File: config.mk
export PLATFORM = sky130hd
export DESIGN_NAME = instr_retire_merger
export DESIGN_NICKNAME = d
export VERILOG_FILES = /design/src/rtl/instr_retire_merger.sv
export SDC_FILE = /design/constraint.sdc
export NUM_CORES = 1
export LEC_CHECK = 0
export ABC_CLOCK_PERIOD_IN_PS = 4100
export CAP_MARGIN = 20
export CORE_ASPECT_RATIO = 1.25
export CORE_MARGIN = 10
export CORE_UTILIZATION = 30
export DETAILED_ROUTE_END_ITERATION = 10
export SETUP_SLACK_MARGIN = 0.3
export SYNTH_ARGS = -nofsm -noshare
export SYNTH_HDL_FRONTEND = slang
export SYNTH_SLANG_ARGS = --single-unit
File: constraint.sdc
create_clock -name clk -period 4.1 [get_ports clk]
set_input_delay 1.23 -clock clk [delete_from_list [all_inputs] [get_ports clk]]
set_output_delay 1.23 -clock clk [all_outputs]
set_load 0.02 [all_outputs]
File: src/rtl/instr_retire_merger.sv
`default_nettype none
// ============================================================================
// instr_retire_merger : four per-lane FIFOs merged round-robin onto one
//                       registered host stream, with lane tag and retire count
// Revision 1.0
// ============================================================================
module instr_retire_merger #(
  parameter int WIDTH = 32,
  parameter int DEPTH = 4
) (
  input  logic             clk,
  input  logic             rst_n,
  input  logic             in_valid_a,
  output logic             in_ready_a,
  input  logic [WIDTH-1:0] in_instr_a,
  input  logic             in_valid_b,
  output logic             in_ready_b,
  input  logic [WIDTH-1:0] in_instr_b,
  input  logic             in_valid_c,
  output logic             in_ready_c,
  input  logic [WIDTH-1:0] in_instr_c,
  input  logic             in_valid_d,
  output logic             in_ready_d,
  input  logic [WIDTH-1:0] in_instr_d,
  output logic             out_valid,
  input  logic             out_ready,
  output logic [WIDTH-1:0] out_instr,
  output logic [1:0]       out_lane,
  output logic [31:0]      retire_count
);

  localparam int AW = (DEPTH > 1) ? $clog2(DEPTH) : 1;
  localparam int CW = AW + 1;
  localparam logic [CW-1:0] C_FULL = CW'(DEPTH);

  logic [3:0]       lane_valid;
  logic [3:0]       lane_ready;
  logic [3:0]       lane_not_empty;
  logic [3:0]       lane_pop;
  logic [WIDTH-1:0] lane_instr [4];
  logic [WIDTH-1:0] lane_head  [4];

  assign lane_valid    = {in_valid_d, in_valid_c, in_valid_b, in_valid_a};
  assign lane_instr[0] = in_instr_a;
  assign lane_instr[1] = in_instr_b;
  assign lane_instr[2] = in_instr_c;
  assign lane_instr[3] = in_instr_d;

  assign in_ready_a = lane_ready[0];
  assign in_ready_b = lane_ready[1];
  assign in_ready_c = lane_ready[2];
  assign in_ready_d = lane_ready[3];

  // Ready comes from registered occupancy only, so a full FIFO popped this
  // cycle still refuses a push until the next cycle.
  for (genvar i = 0; i < 4; i++) begin : g_lane
    logic [WIDTH-1:0] mem_q [DEPTH];
    logic [AW-1:0]    rd_q;
    logic [AW-1:0]    wr_q;
    logic [CW-1:0]    cnt_q;
    logic             push;

    assign lane_ready[i]     = (cnt_q != C_FULL);
    assign lane_not_empty[i] = (cnt_q != '0);
    assign push              = lane_valid[i] && lane_ready[i];
    assign lane_head[i]      = mem_q[rd_q];

    always_ff @(posedge clk or negedge rst_n) begin
      if (!rst_n) begin
        rd_q  <= '0;
        wr_q  <= '0;
        cnt_q <= '0;
      end else begin
        if (push)        wr_q <= wr_q + 1'b1;
        if (lane_pop[i]) rd_q <= rd_q + 1'b1;
        case ({push, lane_pop[i]})
          2'b10:   cnt_q <= cnt_q + 1'b1;
          2'b01:   cnt_q <= cnt_q - 1'b1;
          default: cnt_q <= cnt_q;
        endcase
      end
    end

    always_ff @(posedge clk) begin
      if (push) mem_q[wr_q] <= lane_instr[i];
    end
  end

  logic             out_valid_q, out_valid_d;
  logic [WIDTH-1:0] out_instr_q, out_instr_d;
  logic [1:0]       out_lane_q,  out_lane_d;
  logic [1:0]       last_q,      last_d;
  logic [31:0]      count_q,     count_d;
  logic [1:0]       grant;
  logic [1:0]       idx;
  logic             any_ready;
  logic             load;

  always_comb begin
    grant     = last_q;
    any_ready = 1'b0;
    idx       = last_q;
    for (int k = 1; k <= 4; k++) begin
      idx = last_q + 2'(k);
      if (!any_ready && lane_not_empty[idx]) begin
        grant     = idx;
        any_ready = 1'b1;
      end
    end
  end

  assign load     = (!out_valid_q || out_ready) && any_ready;
  assign lane_pop = load ? (4'b0001 << grant) : 4'b0000;

  always_comb begin
    out_valid_d = out_valid_q;
    out_instr_d = out_instr_q;
    out_lane_d  = out_lane_q;
    last_d      = last_q;
    if (load) begin
      out_valid_d = 1'b1;
      out_instr_d = lane_head[grant];
      out_lane_d  = grant;
      last_d      = grant;
    end else if (!out_valid_q || out_ready) begin
      out_valid_d = 1'b0;
    end
    count_d = count_q + ((out_valid_q && out_ready) ? 32'd1 : 32'd0);
  end

  always_ff @(posedge clk or negedge rst_n) begin
    if (!rst_n) begin
      out_valid_q <= 1'b0;
      out_instr_q <= '0;
      out_lane_q  <= 2'd0;
      last_q      <= 2'd3;
      count_q     <= 32'd0;
    end else begin
      out_valid_q <= out_valid_d;
      out_instr_q <= out_instr_d;
      out_lane_q  <= out_lane_d;
      last_q      <= last_d;
      count_q     <= count_d;
    end
  end

  assign out_valid    = out_valid_q;
  assign out_instr    = out_instr_q;
  assign out_lane     = out_lane_q;
  assign retire_count = count_q;

endmodule
`default_nettype wire

Yosys cells after proc, flatten, opt, wreduce, memory -nomap -nowiden:

Memories as Yosys holds them, arrays and structs flattened.
Cells that the tools add are included.
W data, S select, Z words.

* add/subtract/negate cells: 20
* multiply operators: 0
* divide/modulo/power cells: 0
* order comparisons: 5
* equality and inequality tests: 12
* shift-type cells: 1
* multiplexer cells: 35
* bitwise gates (word level): 1
* reductions and logical operators: 23

Operators by type and width (number)
* $bmux W32 S2: 1
* $mux W32: 2
* $add A32 B1 Y32: 1
* $pmux W3 S2: 4
* $mux W1: 19
* $add A2 B1 Y2 const B: 9
* $add A3 B1 Y3 const B: 4
* $lt A2 B3 Y1 const B: 4
* $ne A3 B3 Y1 const B: 4
* $reduce_bool A3 Y1: 4
* $sub A3 B1 Y3 const B: 4
* $reduce_bool A2 Y1: 5
* $logic_and A1 B1 Y1: 9
* $bmux W1 S2: 4
* $eq A2 B1 Y1 const B: 4
* $eq A2 B2 Y1 const B: 4
* $mux W2: 4
* $add A2 B2 Y2 const B: 2
* $logic_not A1 Y1: 4
* $mux W4: 1
* $shl A1 B2 Y4 const A: 1
* $ge A3 B3 Y1 const B: 1
* $not A2 Y3: 1
* $logic_or A1 B1 Y1: 1

* bits in registers: 97
* latch bits: 0
* bits in writable memories: 512
* memory bits (read-only): 0
* bits of input ports: 135
* word-level logic and storage cells: 118
* memories: 4

Memories
* g_lane[0].mem_q: depth 4, bits a word 32, read ports 1, clocked after memory_dff 0, write ports 1, RTL line 57 `logic [WIDTH-1:0] mem_q [DEPTH];`
* g_lane[1].mem_q: depth 4, bits a word 32, read ports 1, clocked after memory_dff 0, write ports 1, RTL line 57
* g_lane[2].mem_q: depth 4, bits a word 32, read ports 1, clocked after memory_dff 0, write ports 1, RTL line 57
* g_lane[3].mem_q: depth 4, bits a word 32, read ports 1, clocked after memory_dff 0, write ports 1, RTL line 57

Depth between registers and ports, before layout:

Gate-level depths: netlist of the first run.

* word-level depth: 17
* mapped depth: 13
* mapped depth without buffers: 11

Worst setup path after synthesis of the first run:

Ideal clock, no wire load.

* kind: input to register
* from: input out_ready
* to: register g_lane[1].cnt_q[2]
* arrival time: 3232 ps
* setup slack: 789 ps
* stages: 12
* cells stage by stage: nand2b_1 a21bo_2 buf_2 or3_1 buf_6 nor2_2 ha_1 inv_1 fa_1 xor2_1 nor2_1 xor2_1

* longest elaborated chain between the ends: 5

RTL lines
* start: declaration: RTL line 26 `input logic out_ready,`
* $logic_or A1 B1 Y1 *: RTL line 112 `assign load = (!out_valid_q || out_ready) && any_ready;`
* $logic_and A1 B1 Y1 *: RTL line 112
* $mux W4 *: RTL line 113 `assign lane_pop = load ? (4'b0001 << grant) : 4'b0000;`
* named net lane_pop[1]: RTL line 39 `logic [3:0] lane_pop;`
* $eq A2 B1 Y1 or $eq A2 B2 Y1 (tied branches): RTL line 76 `case ({push, lane_pop[i]})`
* $pmux W3 S2 or $reduce_bool A2 Y1 (tied branches)
* end signal: assignment: RTL line 77 `2'b10: cnt_q <= cnt_q + 1'b1;`
* end signal: assignment: RTL line 78 `2'b01: cnt_q <= cnt_q - 1'b1;`
* end signal: assignment: RTL line 79 `default: cnt_q <= cnt_q;`
* end: declaration: RTL line 60 `logic [CW-1:0] cnt_q;`

The timed path passes the listed nets; every way through them passes the cells marked *.
A chain may end at the register's enable or synchronous reset.

Final worst setup path of the first run:

Same ends and word-level chain as after synthesis.

==> flow_metrics.env, run 1 <==
export IMPL_netlist_top_cells_area="edfxtp_1, mux4_2, dfrtp_1"
export IMPL_totalWireLength_mm=55.4
export IMPL_antenna_found_initial=22
export IMPL_critical_path_required_ns=4.60
export IMPL_syn_inst=1158
export IMPL_tightestPinTransition_ns=0.959
export IMPL_cts_path_max_buffers=3
export IMPL_overflow=0
export IMPL_crit_type="in2reg"
export IMPL_hold_worst_slack_ns=0.476
export IMPL_p_int_mw=14.3
export IMPL_swShare=0.318
export IMPL_synth_seq_cells=609
export IMPL_critPathMaxFanout=3
export IMPL_post_cts_buffers=0
export IMPL_place_congestion=0.764
export IMPL_start_kind="input pin"
export IMPL_drt_initial_drc_count=747
export IMPL_finalSetupViolCount=0
export IMPL_root_buffer="clkbuf_16"
export IMPL_drive_above_1_share=0.198
export IMPL_tns_ns=0
export IMPL_grt_pass1_vias=12300
export IMPL_rsz0062_at_grt="false"
export IMPL_ys_warn_count=0
export IMPL_place_area_um2=27200
export IMPL_clk_pin_slew_ns=0.06
export IMPL_synth_nets=1319
export IMPL_worstHoldPathType="in2async"
export IMPL_syn2layout_area_growth_pct=22.2
export IMPL_grt_total_usage=0.120
export IMPL_p_seq_frac=0.432
export IMPL_drv_cap=0
export IMPL_drcViolationCount=0
export IMPL_post_cts_resized=0
export IMPL_synth_common_cells="edfxtp_1, mux4_2, dfrtp_1"
export IMPL_leakage_nw=9.98
export IMPL_die_x_um=272
export IMPL_dr_pass1_iters=5
export IMPL_timing_fmax_ghz=0.301
export IMPL_wl_per_cell_um=22.1
export IMPL_numCtsBuffers=56
export IMPL_hold_buffers=0
export IMPL_utilization=0.369
export IMPL_die_y_um=334
export IMPL_pin_count=206
export IMPL_ant_nets=0
export IMPL_final_nets=1563
export IMPL_skew_ns=0.0221
export IMPL_synth_edf_count=512
export IMPL_clkPwrFrac=0.245
export IMPL_fin_crit_ns=3.33
export IMPL_ys_seq_area_frac=0.750
export IMPL_yosysUniqueCellTypes=44
export IMPL_dp_cells=2397
export IMPL_synth_top_cell_by_area="edfxtp_1"
export IMPL_num_fill_cells=7264
export IMPL_p_sw_mw=6.69
export IMPL_pwr_share_comb=0.323
export IMPL_hpwl_mm=38.7
export IMPL_vdd_drop_max_v=0.000389
export IMPL_syn_area_um2=23700
export IMPL_cts_tree="done"
export IMPL_cts_sinks=609
export IMPL_avgViaCountPerCell=4.61
export IMPL_htree_levels=2
export IMPL_status="completed"
export IMPL_portBuffers=205
export IMPL_finalInstanceArea_um2=29000
export IMPL_num_vias=11600
export IMPL_die_area_um2=90800
export IMPL_yosysMostFrequentCell="edfxtp_1"
export IMPL_powerDensity_nw_per_um2=725
export IMPL_start_util=0.302
export IMPL_grt_pass1_wl_mm=82.6
export IMPL_slew_violations=0
export IMPL_period_share=0.811
export IMPL_avgSynthCellArea_um2=20.5
export IMPL_crit_path_end_kind="flop"
export IMPL_clkLatencyLatePin_ns=0.61
export IMPL_multiInputGateArea_um2=5590
export IMPL_core_area_um2=78600
export IMPL_row_count=115
export IMPL_cp_arrival_ns=3.83
export IMPL_yosys_area_top_type_share=0.648
export IMPL_async_flop_share=0.159
export IMPL_ys_flop_type="edfxtp_1"
export IMPL_seq_area_um2=17800
export IMPL_hold_viol=0
export IMPL_slew_headroom=0.361
export IMPL_final_cells=2507
export IMPL_grt_max_degree=50
==> cell usage in the layout, fill, tap and decap left out, drive strengths merged, types with 20 or more instances in the layout <==
| cell type | count |
|---|---|
| edfxtp | 512 |
| clkdlybuf4s50 | 204 |
| mux4 | 128 |
| dfrtp | 95 |
| clkbuf | 73 |
| mux2i | 67 |
| o21ai | 39 |
| buf | 34 |
| a2bb2oi | 33 |
| inv | 31 |
| xor2 | 27 |
| xnor2 | 27 |
| nand2 | 25 |
| ha | 22 |
| nor2 | 22 |
| and3 | 20 |
==> path summary, 6_finish.rpt <==
kind / cells after the start / slack, ns / start / endpoint
max: 11 / 0.77 / out_ready / g_lane[1].cnt_q[2]
min: 1 / 0.48 / rst_n / retire_count[25]
max reg2reg: 11 / 1.00 / g_lane[0].cnt_q[0] / g_lane[1].cnt_q[2]
min reg2reg: 1 / 0.48 / retire_count[31] / retire_count[31]
max in group asynchronous: 2 / 2.87 / rst_n / g_lane[3].rd_q[0]
min in group clk: 1 / 0.48 / retire_count[31] / retire_count[31]
==> final cells by class <==
type / instances / share of cell area
Sequential cell: 609 / 0.614
Clock inverter: 32 / 0.0104
Antenna cell: 5 / 0.000431
Tap cell: 1053 / 0.0454
Clock buffer: 73 / 0.0529
Multi-Input combinational cell: 471 / 0.193
Inverter: 26 / 0.00337
Timing Repair Buffer: 238 / 0.0805
==> state kept, by name (all words and copies together), names as in the netlist <==
register and flops:
out_lane 2, g_lane.rd_q 8, g_lane.wr_q 8, g_lane.mem_q 512
g_lane.cnt_q 12, out_instr 32, retire_count 32, last_q 2
out_valid 1
==> power by group through the flow <==
| stage | Combinational (mW) | Clock (mW) | Sequential, mW |
|---|---|---|---|
| 2_1_floorplan | 4.62 | 0 | 8.91 |
| 3_3_place_gp | 6.85 | 0 | 9.16 |
| 3_5_place_dp | 6.94 | 0 | 9.25 |
| 4_1_cts | 6.97 | 5.32 | 9.12 |
| 5_1_grt | 7.34 | 5.55 | 9.24 |
| 6_report | 6.80 | 5.16 | 9.08 |
==> logic make-up (layout without fill, tap and decap cells) <==
group,after synthesis,count (layout),synth area share
compound gates,81,81,0.0240
xor+xnor,54,54,0.0199
fa+ha+maj,26,26,0.0150
buf+inv,78,369,0.0156
flops,609,609,0.750
mux,195,195,0.150
other cells,0,5,0
simple gates,115,115,0.0252
==> per-layer routing <==
| layer | wire length (um) | global-route usage |
|---|---|---|
| met1 | 23500 | 0.153 |
| met2 | 27400 | 0.198 |
| met3 | 3090 | 0.0318 |
| met4 | 1240 | 0.0381 |
| met5 | 221 | 0 |
==> through the flow <==
stage               setup slack (ns)  total power [mW]
detailed placement             0.202              16.2
global route                   0.659              22.1
finish                         0.773              21.0
global placement               0.295              16.0
CTS                            0.798              21.4
floorplan                      0.789              13.5
==> worst max-delay path: stages <==
cell and delay, ns:
clkdlybuf4s50_1 0.49, nand2b_1 0.16, a21bo_2 0.24, or3_2 0.44
nor2_2 0.14, ha_1 0.21, inv_1 0.06, fa_1 0.37
xor2_1 0.15, nor2_1 0.13, xor2_1 0.19
(Power assumes the default switching activity.)
==> run 2, diff against run 1 <==
- ABC_CLOCK_PERIOD_IN_PS: 4100 -> 3400
- clock period: 4.1 -> 3.4 ns (I/O delays scaled with it)
==> run 2 against run 1 <==
Against the previous run:
- global-route usage shrank 0.067 points
- hold slack lost 0.23 ns
- combinational power grew 24%
- register-to-register slack lost 0.47 ns
- total power grew 21%
- largest power group unchanged
- sequential power grew 19%
==> flow_metrics.env, run 2 (synthesis gave the netlist of run 1 again) <==
export IMPL_avgViaCountPerCell=4.62
export IMPL_portBuffers=205
export IMPL_powerDensity_nw_per_um2=871
export IMPL_rr_startpoint="g_lane[3].cnt_q[2]"
export IMPL_start_kind="flop"
export IMPL_place_congestion=0.751
export IMPL_crit_type="reg2out"
export IMPL_wl_per_cell_um=21.8
export IMPL_crit_buf_inv=2
export IMPL_drv_cap=0
export IMPL_drive_above_1_share=0.200
export IMPL_clkLatencyLatePin_ns=0.61
export IMPL_largest_register="g_lane.mem_q"
export IMPL_critical_path_required_ns=2.38
export IMPL_post_cts_buffers=0
export IMPL_die_area_um2=90800
export IMPL_drcViolationCount=0
export IMPL_cp_arrival_ns=1.99
export IMPL_clkPwrFrac=0.241
export IMPL_skew_ns=0.0253
export IMPL_status="completed"
export IMPL_clk_pin_slew_ns=0.06
export IMPL_cts_sinks=609
export IMPL_grt_total_usage=0.120
export IMPL_p_sw_mw=8.03
export IMPL_overflow=0
export IMPL_final_nets=1578
export IMPL_drt_initial_drc_count=759
export IMPL_hold_worst_slack_ns=0.245
export IMPL_p_int_mw=17.4
export IMPL_leakage_nw=10.0
export IMPL_root_buffer="clkbuf_16"
export IMPL_post_cts_resized=1
export IMPL_tightestPinTransition_ns=0.878
export IMPL_num_vias=11700
export IMPL_hpwl_mm=38.8
export IMPL_crit_path_end_kind="output port"
export IMPL_cts_tree="done"
export IMPL_rsz0062_at_grt="false"
export IMPL_antenna_found_initial=21
export IMPL_design_power_total_mw=25.4
export IMPL_rr_worst_depth=11
export IMPL_vdd_drop_max_v=0.000593
export IMPL_num_fill_cells=7293
export IMPL_core_area_um2=78600
export IMPL_syn2layout_area_growth_pct=22.9
export IMPL_slew_violations=0
export IMPL_layout_commonest_cell="edfxtp_1"
export IMPL_mostFrequentLayoutCells="edfxtp_1, clkdlybuf4s50_1, mux4_2"
export IMPL_r2r_end="g_lane[1].cnt_q[2]"
export IMPL_fin_crit_ns=3.01
export IMPL_r2r_setup_slack_ns=0.53
export IMPL_grt_max_degree=52
export IMPL_p_seq_frac=0.427
export IMPL_timing_fmax_ghz=0.332
export IMPL_dr_pass1_iters=5
export IMPL_finalSetupViolCount=0
export IMPL_critPathMaxFanout=6
export IMPL_worstHoldPathType="in2async"
export IMPL_die_y_um=334
export IMPL_tns_ns=0
export IMPL_row_count=115
export IMPL_grt_pass1_wl_mm=82.3
export IMPL_swShare=0.316
export IMPL_grt_pass1_vias=12300
export IMPL_critical_path_depth=3
export IMPL_crit_chain="inv_1 -> nand3_1 -> clkdlybuf4s50_1"
export IMPL_ant_nets=0
export IMPL_pin_count=206
export IMPL_hold_viol=0
export IMPL_period_share=0.885
export IMPL_slew_headroom=0.415
export IMPL_pwr_share_comb=0.333
export IMPL_dp_cells=2411
export IMPL_final_cells=2523
export IMPL_slowest_delay_ns=0.68
export IMPL_start_util=0.302
export IMPL_hold_buffers=0
export IMPL_cp_top_family="buffers and inverters"
export IMPL_cp_slowest_cell="clkdlybuf4s50_1"
export IMPL_cts_path_max_buffers=3
export IMPL_totalWireLength_mm=55.1
export IMPL_largest_reg_flops=512
export IMPL_htree_levels=2
export IMPL_die_x_um=272
export IMPL_numCtsBuffers=57
## run 2: worst register-to-register path, stage by stage, from the launching register on
cell	delay, ns
dfrtp_1	0.42
or3_1	0.45
o21ai_2	0.15
a21oi_2	0.11
or3_2	0.54
nor2_4	0.11
ha_2	0.18
inv_1	0.05
fa_1	0.38
xor2_1	0.16
nor2_1	0.11
xor2_1	0.15
## run 2: power by group through the flow
stage / Clock [mW] / Combinational, mW / Sequential (mW)
3_3_place_gp: 0 / 8.52 / 11.0
5_1_grt: 6.57 / 9.16 / 11.0
4_1_cts: 6.32 / 8.67 / 10.9
6_report: 6.12 / 8.46 / 10.8
3_5_place_dp: 0 / 8.63 / 11.1
2_1_floorplan: 0 / 5.58 / 10.7
## run 2: worst max-delay path by stage
stage	slack [ns]	to	startpoint
after floorplan	0.32	g_lane[1].cnt_q[2]	out_ready
after CTS	0.35	in_ready_a	g_lane[0].cnt_q[0]
final	0.39	in_ready_a	g_lane[0].cnt_q[0]
after global placement	-0.16	g_lane[1].cnt_q[2]	out_ready
after detailed placement	-0.20	g_lane[1].cnt_q[2]	out_ready
after global routing	0.31	in_ready_a	g_lane[0].cnt_q[0]
## run 2: per-stage QoR
| step | area [um^2] | utilization | setup slack, ns |
|---|---|---|---|
| 6_report | 29200 | 0.371 | 0.392 |
| 5_1_grt | 29200 | 0.371 | 0.309 |
| 3_3_place_gp | 27400 | 0.348 | -0.158 |
| 4_1_cts | 29100 | 0.371 | 0.346 |
| 2_1_floorplan | 23700 | - | 0.323 |
| 3_5_place_dp | 27400 | 0.348 | -0.200 |
## run 2: area by class of cell
class / instances / area [um^2] / share of cell area
sequential: 609 / 17800 / 0.611
multi-input combinational: 471 / 5600 / 0.192
timing repair buffer: 252 / 2530 / 0.0867
clock buffer: 76 / 1550 / 0.0531
tap: 1053 / 1320 / 0.0452
clock inverter: 29 / 248 / 0.00849
inverter: 26 / 97.6 / 0.00335
antenna: 7 / 17.5 / 0.000601
## run 2: layer usage
layer	GRT usage	up-vias	routed length, um
li1	-	5181	-
met1	0.150	6113	23100
met2	0.199	243	27600
met3	0.0312	98	2940
met4	0.0395	26	1290
met5	0	-	182
